## src/rtl/instr_mem_sync.sv

```systemverilog
// Clocked instruction memory: one-cycle registered fetch with alignment/range fault,
// plus a run-time program-load mode that rewrites words without re-elaboration.
module instr_mem_sync #(
   parameter int                DATA_W    = 32,
   parameter int                DEPTH     = 64,
   parameter int                ADDR_W    = 32,
   parameter string             INIT_FILE = "program.txt",
   parameter logic [DATA_W-1:0] NOP       = {DATA_W{1'b0}}
) (
   input  logic                       clk,
   input  logic                       reset,
   input  logic                       fetch_req,
   input  logic [ADDR_W-1:0]          fetch_addr,
   output logic                       fetch_ready,
   output logic                       fetch_valid,
   output logic [DATA_W-1:0]          fetch_instr,
   output logic                       fetch_fault,
   input  logic                       prog_mode,
   input  logic                       load_en,
   input  logic [$clog2(DEPTH)-1:0]   load_addr,
   input  logic [DATA_W-1:0]          load_data,
   output logic [$clog2(DEPTH+1)-1:0] prog_count,
   output logic                       load_err
);

   localparam int IDX_W = $clog2(DEPTH);
   localparam int CNT_W = $clog2(DEPTH + 1);

   typedef enum logic [1:0] {
      RUN    = 2'd0,
      PROG   = 2'd1,
      RESUME = 2'd2
   } state_t;

   state_t            state;
   state_t            next_state;
   logic [DATA_W-1:0] mem [DEPTH];

   logic [ADDR_W-1:0] word_idx;
   logic              fetch_bad;
   logic              accept;
   logic              load_in_range;
   logic              load_active;

   function automatic logic [CNT_W-1:0] sat_inc(input logic [CNT_W-1:0] v);
      if (v == CNT_W'(DEPTH))
         return v;
      return v + CNT_W'(1);
   endfunction

   assign fetch_ready   = (state == RUN);
   assign accept        = fetch_req && fetch_ready;
   assign word_idx      = fetch_addr >> 2;
   assign fetch_bad     = (fetch_addr[1:0] != 2'b00) || (word_idx >= ADDR_W'(DEPTH));
   assign load_in_range = ({1'b0, load_addr} < (IDX_W + 1)'(DEPTH));
   assign load_active   = (state == PROG) && load_en;

   always_comb begin
      next_state = state;
      case (state)
         RUN:     if (prog_mode) next_state = PROG;
         PROG:    if (!prog_mode) next_state = RESUME;
         RESUME:  next_state = prog_mode ? PROG : RUN;
         default: next_state = RUN;
      endcase
   end

   always_ff @(posedge clk or posedge reset) begin
      if (reset)
         state <= RUN;
      else
         state <= next_state;
   end

   // Fetch stage: result registered one cycle after acceptance; holds when idle.
   always_ff @(posedge clk or posedge reset) begin
      if (reset) begin
         fetch_valid <= 1'b0;
         fetch_instr <= NOP;
         fetch_fault <= 1'b0;
      end else begin
         fetch_valid <= accept;
         if (accept) begin
            fetch_fault <= fetch_bad;
            fetch_instr <= fetch_bad ? NOP : mem[word_idx[IDX_W-1:0]];
         end
      end
   end

   // Load bookkeeping: counter and error flag restart only on entry from RUN.
   always_ff @(posedge clk or posedge reset) begin
      if (reset) begin
         prog_count <= '0;
         load_err   <= 1'b0;
      end else if (state == RUN && next_state == PROG) begin
         prog_count <= '0;
         load_err   <= 1'b0;
      end else if (load_active) begin
         if (load_in_range)
            prog_count <= sat_inc(prog_count);
         else
            load_err <= 1'b1;
      end
   end

   // Array is deliberately outside the reset domain so a reset keeps loaded words.
   always_ff @(posedge clk) begin
      if (load_active && load_in_range)
         mem[load_addr] <= load_data;
   end

endmodule
```

## config.mk

```make
export PLATFORM = sky130hd
export DESIGN_NAME = instr_mem_sync
export DESIGN_NICKNAME = d
export VERILOG_FILES = /design/src/rtl/instr_mem_sync.sv
export SDC_FILE = /design/constraint.sdc
export NUM_CORES = 2
export LEC_CHECK = 0
export ABC_AREA = 1
export CORE_AREA = 4 4 534 536
export DETAILED_ROUTE_END_ITERATION = 8
export DIE_AREA = 0 0 538 540
export PLACE_DENSITY = 0.47
export SYNTH_ARGS = -nofsm -noshare
export SYNTH_HDL_FRONTEND = slang
export SYNTH_SLANG_ARGS = --single-unit
```

## constraint.sdc

```tcl
create_clock -name clk -period 2.8 [get_ports clk]
set_input_delay 0.56 -clock clk [delete_from_list [all_inputs] [get_ports clk]]
set_output_delay 0.56 -clock clk [all_outputs]
set_load 0.02 [all_outputs]
```

### After elaboration in Yosys (flattened, before gate mapping)

Memories as Yosys holds them, arrays and structs flattened.
Cells that the tools add are included.

* flip-flop bits (word level): 43
* bits in writable memories: 2048
* input port bits: 75
* output and inout bits: 43
* logic and storage cells: 34
* memories kept: 1

* add/sub/neg operators: 1
* magnitude comparators: 1
* eq/ne operators: 5
* muxes and demuxes: 13
* reduce and logical (&&, ||, !) cells: 8

Memory list
* mem: words 64, bits a word 32, rd ports 1, clocked after memory_dff 0, write ports 1, line 37 `logic [DATA_W-1:0] mem [DEPTH];`

Operators with widths (count)
* 2-to-1 mux 32 bit: 1
* >= comparator 30 x 7 -> 1 bit (second input constant): 1
* 2-to-1 mux 7 bit: 3
* adder 7 x 1 -> 7 bit (second input constant): 1
* == test 7 bit (second input constant): 1
* 2-to-1 mux 1 bit: 6
* case mux 2 bit (3 select lines): 1
* == test 2 x 1 -> 1 bit (second input constant): 2
* 2-to-1 mux 2 bit: 2
* nonzero test 2 bit: 2
* logical AND 1 bit: 3
* != test 3 bit (second input constant): 1
* == test 2 bit (second input constant): 1
* logical NOT 2 bit: 1
* AND reduction 2 bit: 1
* logical OR 1 bit: 1

### Longest topological paths before layout

* depth in word-level cells: 8
* mapped depth: 13
* depth with buffers taken out: 11

### Least setup slack after synthesis

No wires, ideal clock.

* path type: input -> register
* start point: input port load_en
* end point: memory mem[0][0] (enable)
* library setup time: 0.421 ns
* data arrival time: 2.515 ns
* data required time: 2.379 ns
* slack: -0.136 ns
* stages on the path: 4
* buffers on the path: 0
* path through: inv_1 -> nor2_2 -> nand4_1 -> nor2_1

* cells in the longest elaborated chain, start to end: 3

Ends and longest elaborated chain
* from (decl): line 19 `input logic load_en,`
* logical AND 1 bit: line 56 `assign load_active = (state == PROG) && load_en;`
* 2-to-1 mux 1 bit: line 108 `if (load_active && load_in_range)`
* 2-to-1 mux 1 bit (not written as such): line 109 `mem[load_addr] <= load_data;`
* to (decl): line 37

Every way passes these cells.

### Final worst setup path

* start point: register state[1]
* end point: output port fetch_ready

* cells in the longest elaborated chain, start to end: 1

Ends and longest elaborated chain
* from (decl): line 35 `state_t state;`
* from (signal assigned): line 72 `state <= next_state;`
* logical NOT 2 bit: line 51 `assign fetch_ready = (state == RUN);`
* to (decl): line 14 `output logic fetch_ready,`

Every way passes these cells.

==> run_results.csv <==
group,metric,value,unit
status,status,"complete, no violations",
drt,drt_iter0_drc,5831,
placement,routabilityCongestion,0.821,
worst_setup_path,critPathKind,"flip-flop to output port",
sta,relSlewSlack,0.330,
worst_setup_path,critPathArrivalTime,2.09,ns
clock_tree,cts_buffer_depth,3,
clock_tree,clk_latency,0.87,ns
clock_tree,post_cts_buffers,0,
yosys,yosys.area.top_type,"edfxtp_1",
yosys,postSynth.asyncResetShare,0.0206,
final_layout,area_delta_synth_final,20.4,%
sta,setup-violations-final,0,
clock_tree,htree_num_levels,4,
worst_setup_path,cp-end-kind,"output port",
sta,rsz0062_at_grt,"false",
final_layout,layout-drive-gt1-share,0.119,
yosys,synthXorXnorAreaFrac,0,
grt,grt_pass1_vias,54200,
worst_setup_path,r2r_end,"mem[55][18]$_DFFE_PP_",
drt,vias,55800,
hold_path,holdCritPathClass,"input port to flip-flop",
sta,fmax,378,MHz
yosys,synth-simple-area-share,0.222,
hold_path,hold_depth,1,
final_layout,fillers,27000,
sta,fin_hold_ws,0.131,ns
pwr,ir_drop,0.694,mV
drt,first_pass_iters,5,
yosys,synth_area_leaders,"edfxtp_1, nand3_1, nand2_1",
clock_tree,clk_pin_slew,0.06,ns
die,die_h,540,um
hold_path,worst_hold_startpoint,"load_data[28]",
clock_tree,cts_buffers,221,
clock_tree,cts_repair_resize_count,8,
grt,grt_max_degree,99,
worst_setup_path,crit_required,2.24,ns
drt,drc,0,
yosys,synth_top_family_by_area,"simple AND/OR/NAND/NOR gates",
yosys,synth_compound_area_frac,0.000523,
sta,hold_viol_final,0,
grt,grt.total_usage,0.190,
sta,finalCriticalPeriod,2.65,ns
sta,finalCritPeriodShare,0.946,
die,io-pin-count,118,
yosys,ys_types,27,
yosys,synthAdderAreaFrac,0.000299,
yosys,synth.top_cell.area_share,0.735,
grt,grt_pass1_wl,402000,um
yosys,yosys_warnings,0,
die,die_area,291000,um2
yosys,synth_most_common_cell,"nand2_1",
hold_path,min_to,"mem[59][28]$_DFFE_PP_",
die,rows,195,
yosys,synth-seq-cells,2091,
die,start_util,0.298,
clock_tree,ctsRootBufferMaster,"clkbuf_16",
pwr,pwr_density_cell,667,nW/um2
die,fp.dieW,538,um
worst_setup_path,critical_path.startpoint_type,"flip-flop",
sta,maxSlewViolCount,0,
final_layout,fin_util,0.359,
flow_run,max_cap_violations,0,
drt,routedWlPerCell,25.2,um
grt,grt-ovfl-total,0,
yosys,syn-num-nets,6911,
yosys,synth_mux_area_frac,0,
die,fp.coreArea,281000,um2
final_layout,nNetsFinal,7272,
drt,drt-total-wl,281000,um
yosys,synthCells,6834,
placement,dp_hpwl,168000,um
yosys,synth_ff_type,"edfxtp_1",
worst_setup_path,critical_path.max_fanout,3,
worst_setup_path,rr_startpoint,"state[1]$_DFF_PP0_",
sta,tightest_slew,1.01,ns
yosys,synth_area,83700,um2
yosys,synth_edf_count,2048,
yosys,synth_commonest_cells,"nand2_1, edfxtp_1, nand3_1",
sta,skew,0.0406,ns
worst_setup_path,reg2regPathDepth,8,
placement,portBuffers,116,
clock_tree,cts_hold_buf,0,
yosys,yosysSeqAreaShare,0.748,
clock_tree,numClockSinks,2091,
pwr,leakage,35.1,nW
grt,antenna_found_initial,15,
worst_setup_path,rrSetupSlack,0.72,ns
drt,ant_nets,0,
drt,vias_per_cell,5.01,
yosys,syn_area_per_cell,12.2,um2
clock_tree,cts_tree,"done",
[through the flow]
step | setup slack (ns) | power (mW) | cells | instance area (um2) | TNS, ns
after CTS | 0.0641 | 67.8 | 11100 | 101000 | 0
after global routing | 0.0757 | 69.4 | 11100 | 101000 | 0
after floorplan | -0.136 | 37.2 | 6834 | 83700 | -278.82
after detailed placement | -0.0171 | 39.7 | 10700 | 93800 | -0.0352
final | 0.152 | 67.2 | 11100 | 101000 | 0
after global placement | -0.0356 | 39.7 | 10700 | 93800 | -0.0690
[metal layers]
metal	up-vias	routed length [um]	part of all wire	global-route usage
met3	376	17400	0.062	0.0277
met5	-	27	0.000096	0
met1	28300	125000	0.44	0.267
met4	4	10600	0.038	0.0714
li1	25200	-	-	-
met2	1852	128000	0.46	0.296
[cells by family after synthesis]
logic type	after synthesis
AOI/OAI and AO/OA	8
other	1
buffers and inverters	477
adders and majority gates	2
and+or+nand+nor	4255
DFF	2091
[layout by cell type (no fill, tap or decap), types with 4 or more instances in the layout]
| cell | instances |
|---|---|
| clkbuf_1 | 75 |
| dfrtp_1 | 43 |
| inv_1 | 18 |
| buf_12 | 220 |
| bufinv_16 | 10 |
| edfxtp_1 | 2048 |
| dlygate4sd2_1 | 8 |
| clkinvlp_4 | 6 |
| diode_2 | 9 |
| clkbuf_16 | 224 |
| o21ai_0 | 4 |
| buf_4 | 255 |
| clkinv_1 | 40 |
| nand2_1 | 2126 |
| clkbuf_8 | 14 |
| nor2_4 | 64 |
| clkdlybuf4s50_1 | 70 |
| clkinv_8 | 4 |
| nor2_1 | 14 |
| clkinv_2 | 27 |
| buf_2 | 33 |
| nand3_1 | 2028 |
| inv_6 | 5 |
| nand4_1 | 9 |
[how the worst max path moves through the flow]
stage / from / end / slack, ns / cells after the start
global placement: fetch_addr[2] / fetch_instr[18]$_DFFE_PP0P_ / -0.04 / 12
detailed placement: fetch_addr[2] / fetch_instr[18]$_DFFE_PP0P_ / -0.02 / 12
finish: state[1]$_DFF_PP0_ / fetch_ready / 0.15 / 2
floorplan: load_en / mem[0][0]$_DFFE_PP_ / -0.14 / 4
global route: state[1]$_DFF_PP0_ / fetch_ready / 0.08 / 2
CTS: fetch_instr[20]$_DFFE_PP0P_ / fetch_instr[20] / 0.06 / 1
[area by class of cell]
class	count	area [um2]	area share
Clock inverter	93	806	0.00800
Antenna cell	9	22.5	0.000224
Tap cell	3743	4680	0.0465
Inverter	25	131	0.00130
Timing Repair Buffer	590	7310	0.0726
Clock buffer	313	6080	0.0604
Multi-Input combinational cell	4266	19100	0.190
Sequential cell	2091	62600	0.621
[worst max-delay path, cell delays in order, from the launching register on]
cell             delay, ns
dfrtp_1               0.40
nor2_2                0.18
clkdlybuf4s50_1       0.64
[where the power goes]
part	switching, mW	total, mW	internal [mW]
Sequential	0.0226	34.4	34.4
Clock	12.2	28.1	16.0
Combinational	3.25	4.59	1.34
Total	15.4	67.2	51.7
[state kept, by name, summed over array words and instances, names as in the netlist]
| signal | count |
|---|---|
| mem | 2048 |
| fetch_instr | 32 |
| prog_count | 7 |
| state | 2 |
| fetch_fault | 1 |
| fetch_valid | 1 |
Power figures use the tool's default switching activity.
